`src/rtl/burst_sched_pkg.sv`:
```
// Shared definitions for the backscatter burst sequencer:
// state encoding and default widths.
package burst_sched_pkg;

    localparam int CNT_W_DEF   = 16;
    localparam int BURST_W_DEF = 8;

    localparam logic [1:0] ST_IDLE = 2'd0;
    localparam logic [1:0] ST_ON   = 2'd1;
    localparam logic [1:0] ST_GAP  = 2'd2;
    localparam logic [1:0] ST_DONE = 2'd3;

    typedef enum logic [1:0] {
        S_IDLE = ST_IDLE,
        S_ON   = ST_ON,
        S_GAP  = ST_GAP,
        S_DONE = ST_DONE
    } state_t;

endpackage

```
`src/rtl/cycle_timer.sv`:
```
// Loadable down-counter; zero flags the last cycle of a window.
// Holds at zero until the next load.
module cycle_timer
    import burst_sched_pkg::*;
#(
    parameter int CNT_W = CNT_W_DEF
) (
    input  logic             clock,
    input  logic             reset,
    input  logic             load,
    input  logic [CNT_W-1:0] value,
    output logic             zero
);

    logic [CNT_W-1:0] count;

    always_ff @(posedge clock) begin
        if (!reset) begin
            count <= '0;
        end else if (load) begin
            count <= value;
        end else if (count != '0) begin
            count <= count - 1'b1;
        end
    end

    assign zero = (count == '0);

endmodule

```
`src/rtl/backscatter_burst_scheduler.sv`:
```
// Drives the modulator trigger: N bursts of on-window high
// separated by a guaranteed low gap, then a done pulse.
module backscatter_burst_scheduler
    import burst_sched_pkg::*;
#(
    parameter int CNT_W   = CNT_W_DEF,
    parameter int BURST_W = BURST_W_DEF
) (
    input  logic               clock,
    input  logic               reset,
    input  logic               start,
    input  logic [BURST_W-1:0] burst_count,
    input  logic [CNT_W-1:0]   on_cycles,
    input  logic [CNT_W-1:0]   gap_cycles,
    input  logic               abort,
    output logic               trigger_signal,
    output logic               busy,
    output logic               done,
    output logic               aborted,
    output logic [BURST_W-1:0] burst_index
);

    state_t             state;
    logic [BURST_W-1:0] count_q;
    logic [CNT_W-1:0]   on_q;
    logic [CNT_W-1:0]   gap_q;

    logic               tmr_load;
    logic [CNT_W-1:0]   tmr_value;
    logic               tmr_zero;
    logic               accept;
    logic               last_burst;

    // A zero length still gets one cycle, so load len-1 clamped at 0.
    function automatic logic [CNT_W-1:0] window(input logic [CNT_W-1:0] len);
        return (len == '0) ? '0 : len - 1'b1;
    endfunction

    assign accept     = start && !abort;
    assign last_burst = (burst_index == count_q - 1'b1);

    always_comb begin
        tmr_load  = 1'b0;
        tmr_value = '0;
        unique case (state)
            S_IDLE: begin
                if (accept && burst_count != '0) begin
                    tmr_load  = 1'b1;
                    tmr_value = window(on_cycles);
                end
            end
            S_ON: begin
                if (!abort && tmr_zero && !last_burst) begin
                    tmr_load  = 1'b1;
                    tmr_value = window(gap_q);
                end
            end
            S_GAP: begin
                if (!abort && tmr_zero) begin
                    tmr_load  = 1'b1;
                    tmr_value = window(on_q);
                end
            end
            S_DONE: begin
                tmr_load = 1'b0;
            end
            default: begin
                tmr_load = 1'b0;
            end
        endcase
    end

    cycle_timer #(
        .CNT_W (CNT_W)
    ) u_timer (
        .clock (clock),
        .reset (reset),
        .load  (tmr_load),
        .value (tmr_value),
        .zero  (tmr_zero)
    );

    always_ff @(posedge clock) begin
        if (!reset) begin
            state          <= S_IDLE;
            trigger_signal <= 1'b0;
            busy           <= 1'b0;
            done           <= 1'b0;
            aborted        <= 1'b0;
            burst_index    <= '0;
            count_q        <= '0;
            on_q           <= '0;
            gap_q          <= '0;
        end else begin
            done <= 1'b0;
            unique case (state)
                S_IDLE: begin
                    if (accept) begin
                        count_q     <= burst_count;
                        on_q        <= on_cycles;
                        gap_q       <= gap_cycles;
                        busy        <= 1'b1;
                        aborted     <= 1'b0;
                        burst_index <= '0;
                        if (burst_count == '0) begin
                            state <= S_DONE;
                        end else begin
                            state          <= S_ON;
                            trigger_signal <= 1'b1;
                        end
                    end
                end
                S_ON: begin
                    if (abort) begin
                        state          <= S_DONE;
                        trigger_signal <= 1'b0;
                        aborted        <= 1'b1;
                    end else if (tmr_zero) begin
                        trigger_signal <= 1'b0;
                        state          <= last_burst ? S_DONE : S_GAP;
                    end
                end
                S_GAP: begin
                    if (abort) begin
                        state          <= S_DONE;
                        trigger_signal <= 1'b0;
                        aborted        <= 1'b1;
                    end else if (tmr_zero) begin
                        state          <= S_ON;
                        trigger_signal <= 1'b1;
                        burst_index    <= burst_index + 1'b1;
                    end
                end
                S_DONE: begin
                    done  <= 1'b1;
                    busy  <= 1'b0;
                    state <= S_IDLE;
                end
                default: begin
                    state <= S_IDLE;
                end
            endcase
        end
    end

endmodule

```
`config.mk`:
```
export PLATFORM = sky130hd
export DESIGN_NAME = backscatter_burst_scheduler
export DESIGN_NICKNAME = d
export VERILOG_FILES = /design/src/rtl/burst_sched_pkg.sv /design/src/rtl/cycle_timer.sv /design/src/rtl/backscatter_burst_scheduler.sv
export SDC_FILE = /design/constraint.sdc
export NUM_CORES = 1
export LEC_CHECK = 0
export CAP_MARGIN = 25
export CORE_UTILIZATION = 55
export DETAILED_ROUTE_END_ITERATION = 12
export GPL_TIMING_DRIVEN = 0
export PLACE_DENSITY = 0.79
export SETUP_SLACK_MARGIN = 0.4
export SLEW_MARGIN = 15
export SYNTH_ARGS = -nofsm -noshare
export SYNTH_HDL_FRONTEND = slang
export SYNTH_SLANG_ARGS = --single-unit
```
`constraint.sdc`:
```
create_clock -name clock -period 4.6 [get_ports clock]
set_input_delay 1.38 -clock clock [delete_from_list [all_inputs] [get_ports clock]]
set_output_delay 1.38 -clock clock [all_outputs]
set_load 0.05 [all_outputs]
```
==> flow_summary.ini, run 1 <==
[critical_path]
crit_type = in2reg
startpoint_type = input port
reg2reg_from = count_q[0]
worstPathMaxFanout = 10
startpoint = burst_count[4]
worst-endpoint-required_ns = 4.83
arrival_ns = 3.94
ff2ff_setup_slack_ns = 1.78
worstSetupEndpointType = flop

[die]
dieWidth_um = 91.8
num_rows = 32
start_util = 0.571
coreArea_um2 = 7770
dieArea_um2 = 8430
ios = 56
fp.dieH_um = 91.8

[layout]
num_antenna_cells = 0
nets = 681
fin_cells = 729
drive_gt1_frac = 0.0654
n_fill_cell = 664
final_util = 0.683
seq_area_um2 = 1400
multi_input_area_um2 = 2810
area_growth_pct = 19.6
final_area_um2 = 5310

[timing]
rsz0062_at_grt = no
period_needed_ns = 3.71
final-setup-viol-count = 0
hold_viol = 0
slew_violations = 0
fmax_ghz = 0.270
worst_slew_pin_slew_ns = 0.817
relSlewSlack = 0.454
skew_ns = 0.0119
tns_ns = 0
period_share = 0.807

[detailed_routing]
vias = 4206
drtPass1Iterations = 5
drt-wirelength-per-cell_um = 15.7
drcViolationCount = 0
drtIter0Drc = 208
routed_wl_um = 11500
viasPerCell = 5.77
ant_nets = 0

[clocking]
cts.clk_slew.worst_paths_ns = 0.08
clockBufferDepth = 2
cts_post_setup_buffers_inserted = 0
cts-resized-gates = 0
worstSkewPairLatency_ns = 0.35
cts-root-buf = clkbuf_8
cts_sinks = 70
hold_buffers = 0
numCtsBuffers = 9
ctsHtreeMaxLevel = 3
cts_tree = yes

[global_routing]
grt_max_degree = 13
grt.total_usage = 0.288
grt_antenna_before_repair = 0
grt_pass1_vias = 4039
overflow = 0
grt_pass1_wl_um = 19100

[synth]
yosysMostFrequentCell = nand2_1
syn_area_um2 = 4440
ys_async_sr_fraction = 0
ys_ff_latch = 70
ys_seq_area_frac = 0.316
netlist_instances = 556
synth_area_per_cell_um2 = 7.98
yosysTopAreaCell = dfxtp_1
synth_nets = 615
synth_top_area_frac = 0.316
synth_edf_count = 0
ys.flop_type = dfxtp_1
yosys_warnings = 0
synth.distinct_cells = 57
yosys-top-cells-count = 100 x nand2_1, 70 x dfxtp_1, 41 x xnor2_1
synthTopCellsByArea = dfxtp_1 32%, nand2_1 8.5%, xnor2_1 8.1%, xor2_1 5.9%, a21boi_0 4.7%

[hold_path]
hp-start = gap_q[1]
hp-class = reg2reg

[power_and_ir_drop]
peakVddDrop_v = 0.000220
power.leakage_nw = 1.91
power_density_nw_per_um2 = 453

[placed_design]
numPortBuffers = 53
gp_congestion = 0.974
dpl.hpwl_um = 8810
placedCellCount = 711
post_dp_cell_area_um2 = 5090

[status]
status = completed

[flow_run]
maxCapViolations = 0
-- critical path, cell delays in order --
cell and delay (ns):
clkdlybuf4s50_1 0.42, or4_1 0.58, o21ai_0 0.53, a21oi_1 0.12, inv_1 0.20, buf_2 0.26
o22ai_1 0.12, a21oi_1 0.22, o22ai_1 0.11
-- where the power goes --
group	total (W)	switching, W	internal (W)
clock network	0.000504	0.000238	0.000265
registers	0.000810	0.000107	0.000704
logic	0.00109	0.000624	0.000465
-- worst paths after layout --
check | endpoint | cells past startpoint
hold reg to reg | gap_q[1] | 2
setup / recovery | u_timer.count[10] | 9
setup reg to reg | u_timer.count[12] | 10
hold / removal | gap_q[1] | 2
-- routing by layer --
layer,up-vias,GRT usage,part of all wire
li1,2080,-,-
met1,1973,0.372,0.46
met2,128,0.478,0.46
met3,25,0.0448,0.048
met4,0,0.120,0.029
met5,-,0,0
-- cell usage in the layout (no fill, tap or decap), types with 11 or more instances in the layout --
cell type        Yosys  layout
xnor2_1             41      41
clkbuf_1            17      18
nor3_1              15      15
o22ai_1             29      29
dfxtp_1             70      70
a21boi_0            28      28
nor4_1              13      13
xor2_1              30      30
nand3_1             12      12
nor2_1              40      40
clkdlybuf4s50_1      0      53
inv_1               21      21
ha_1                15      15
clkbuf_8             1      11
a21oi_1             39      39
nand2_1            100     100
-- state kept, by name (all words and copies together) (netlist names) --
name            cells
aborted             1
burst_index         8
busy                1
count_q             8
done                1
gap_q              16
on_q               16
state               2
trigger_signal      1
u_timer.count      16
-- per-stage QoR --
stage                     setup WS (ns)  hold slack [ns]  total power [W]
final                             0.890            0.478          0.00240
after global placement            0.347            0.463          0.00184
after detailed placement          0.301            0.473          0.00188
after CTS                         0.685            0.483          0.00239
after floorplan                    1.45            0.449          0.00161
after global routing              0.757            0.515          0.00255
-- final cells by class --
| class | count | area share |
|---|---|---|
| buffer | 25 | 0.0271 |
| inverter | 21 | 0.0149 |
| timing repair buffer | 55 | 0.102 |
| multi-input combinational | 440 | 0.530 |
| sequential | 70 | 0.264 |
| clock buffer | 11 | 0.0267 |
| tap | 102 | 0.0241 |
| clock inverter | 5 | 0.0111 |
-- cells by family (layout without fill, tap and decap cells) --
family / Yosys count / after routing / synth area share
compound gates: 122 / 122 / 0.190
flops: 70 / 70 / 0.316
xor+xnor: 71 / 71 / 0.140
simple gates: 230 / 230 / 0.257
mux: 2 / 2 / 0.00451
fa+ha+maj: 15 / 15 / 0.0423
buf+inv: 46 / 117 / 0.0502
Power figures use the tool's default switching activity.
==> run 2, diff against run 1 <==
- clock period: 4.6 -> 3.9 ns (I/O delays scaled with it)
==> run 2 against run 1 <==
- setup slack worse by 0.31 ns
- sequential share of layout area is 0.081 points lower
- register-to-register slack worse by 0.70 ns
- combinational power is 17% higher
- count of clock-buffer cells in the layout stayed put
- clock skew is 0.0013 ns higher
- utilization is 0.21 points higher
- non-clock buffer count is 1 lower
- clock power is 18% higher
- routed wire length is 0.23% higher
- final cell count is 0.14% lower
- critical path type unchanged
==> flow_summary.ini, run 2 (synthesized netlist as in run 1, its figures left out) <==
[timing]
skew_ns = 0.0132
period_needed_ns = 3.32
fmax_ghz = 0.301
period_share = 0.851
final-setup-viol-count = 0
worst_slew_pin_slew_ns = 0.799
slew_violations = 0
relSlewSlack = 0.466
hold_viol = 0
rsz0062_at_grt = no

[power_and_ir_drop]
p_int_w = 0.00169
pwr-share-clk = 0.210
power.leakage_nw = 1.91
power_density_nw_per_um2 = 533
p_sw_w = 0.00114
design_power_total_w = 0.00284
peakVddDrop_v = 0.000259
power_frac_seq = 0.337
switching_share = 0.403
power_frac_comb = 0.452

[die]
ios = 56
num_rows = 32
start_util = 0.571
coreArea_um2 = 7770
dieWidth_um = 91.8
fp.dieH_um = 91.8
dieArea_um2 = 8430

[layout]
top_regs = gap_q x16, on_q x16, u_timer.count x16
final_common_cell = nand2_1
area_growth_pct = 19.9
final_util = 0.685
nets = 680
multi_input_area_um2 = 2830
drive_gt1_frac = 0.0671
num_antenna_cells = 0
seq_area_um2 = 1400
n_fill_cell = 655
final_cell_mix = 100 x nand2_1, 70 x dfxtp_1, 53 x clkdlybuf4s50_1

[clocking]
numCtsBuffers = 9
cts_tree = yes
cts.clk_slew.worst_paths_ns = 0.08
cts_sinks = 70
hold_buffers = 0
ctsHtreeMaxLevel = 3
worstSkewPairLatency_ns = 0.36
cts-resized-gates = 1
cts_post_setup_buffers_inserted = 0
cts-root-buf = clkbuf_8
clockBufferDepth = 2

[detailed_routing]
drt-wirelength-per-cell_um = 15.8
drtPass1Iterations = 6
vias = 4226
drtIter0Drc = 192
drcViolationCount = 0
routed_wl_um = 11500
viasPerCell = 5.80
ant_nets = 0

[global_routing]
overflow = 0
grt_antenna_before_repair = 0
grt_pass1_vias = 4038
grt_max_degree = 13
grt_pass1_wl_um = 19100
grt.total_usage = 0.288

[critical_path]
rr_worst_depth = 10
worst-endpoint-required_ns = 4.13
arrival_ns = 3.55
critPathBufInv = 3
startpoint = burst_count[4]
worstPathMaxFanout = 10
critPathTopFamily = compound AO/OA/AOI/OAI gates
r2r_end = u_timer.count[12]
cp.depth = 9
startpoint_type = input port
crit_path_end = u_timer.count[11]
crit_chain = clkdlybuf4s50_1, or4_1, o21ai_1, a21oi_1, inv_1, buf_2, o22ai_1, a21oi_1, o22ai_1
crit_type = in2reg
worstSetupEndpointType = flop
critPathMaxStageDelay_ns = 0.59
reg2reg_from = count_q[0]
slowest_stage = or4_1
ff2ff_setup_slack_ns = 1.08

[flow_run]
maxCapViolations = 0

[placed_design]
gp_congestion = 0.974
dpl.hpwl_um = 8810
numPortBuffers = 53

[status]
status = completed

[hold_path]
hp-class = reg2reg
## run 2: changes by cell type in the layout (fill, tap and decap cells not counted)
| cell | change |
|---|---|
| nor4_1 | -2 |
| clkbuf_2 | -1 |
| nor4_4 | +1 |
| nor4_2 | +1 |
| o21ai_1 | +1 |
| o21ai_0 | -1 |
## run 2: worst min-delay path: cells and delay by family, from the launching register on
kind	cells	cell delay [ns]
simple gates	1	0.06
flops	1	0.32
compound gates	1	0.05
## run 2: worst min path at each step
stage / endpoint / start / cells past startpoint
final: gap_q[1] / gap_q[1] / 2
after global placement: gap_q[0] / gap_q[0] / 2
after floorplan: gap_q[1] / gap_q[1] / 2
after CTS: gap_q[1] / gap_q[1] / 2
after global routing: gap_q[8] / gap_q[8] / 2
after detailed placement: gap_q[1] / gap_q[1] / 2
## run 2: layout make-up
cell class,count,area share
Buffer,25,0.0270
Timing Repair Buffer,54,0.101
Multi-Input combinational cell,440,0.533
Inverter,21,0.0148
Tap cell,102,0.0240
Clock inverter,5,0.0111
Sequential cell,70,0.263
Clock buffer,11,0.0266
## run 2: power by group through the flow
stage / registers [W] / clock network, W / logic (W)
after floorplan: 0.000959 / 0 / 0.000942
after global placement: 0.000956 / 0 / 0.00121
after detailed placement: 0.000968 / 0 / 0.00125
after CTS: 0.000951 / 0.000605 / 0.00127
after global routing: 0.000970 / 0.000634 / 0.00141
final: 0.000957 / 0.000596 / 0.00128
## run 2: stage by stage
step	cell area (um^2)	setup WS (ns)	cells	TNS [ns]	hold slack, ns
after detailed placement	5090	-0.189	711	-1.40	0.473
after CTS	5300	0.467	727	0	0.483
after global routing	5320	0.457	728	0	0.515
final	5320	0.582	728	0	0.478
after floorplan	4440	0.958	556	0	0.449
after global placement	5090	-0.143	711	-0.949	0.463
## run 2: per-layer routing
layer	track usage	vias up	wire length (um)
li1	-	2073	-
met1	0.374	1986	5180
met2	0.477	140	5340
met3	0.0448	27	638
met4	0.120	0	346
met5	0	-	0
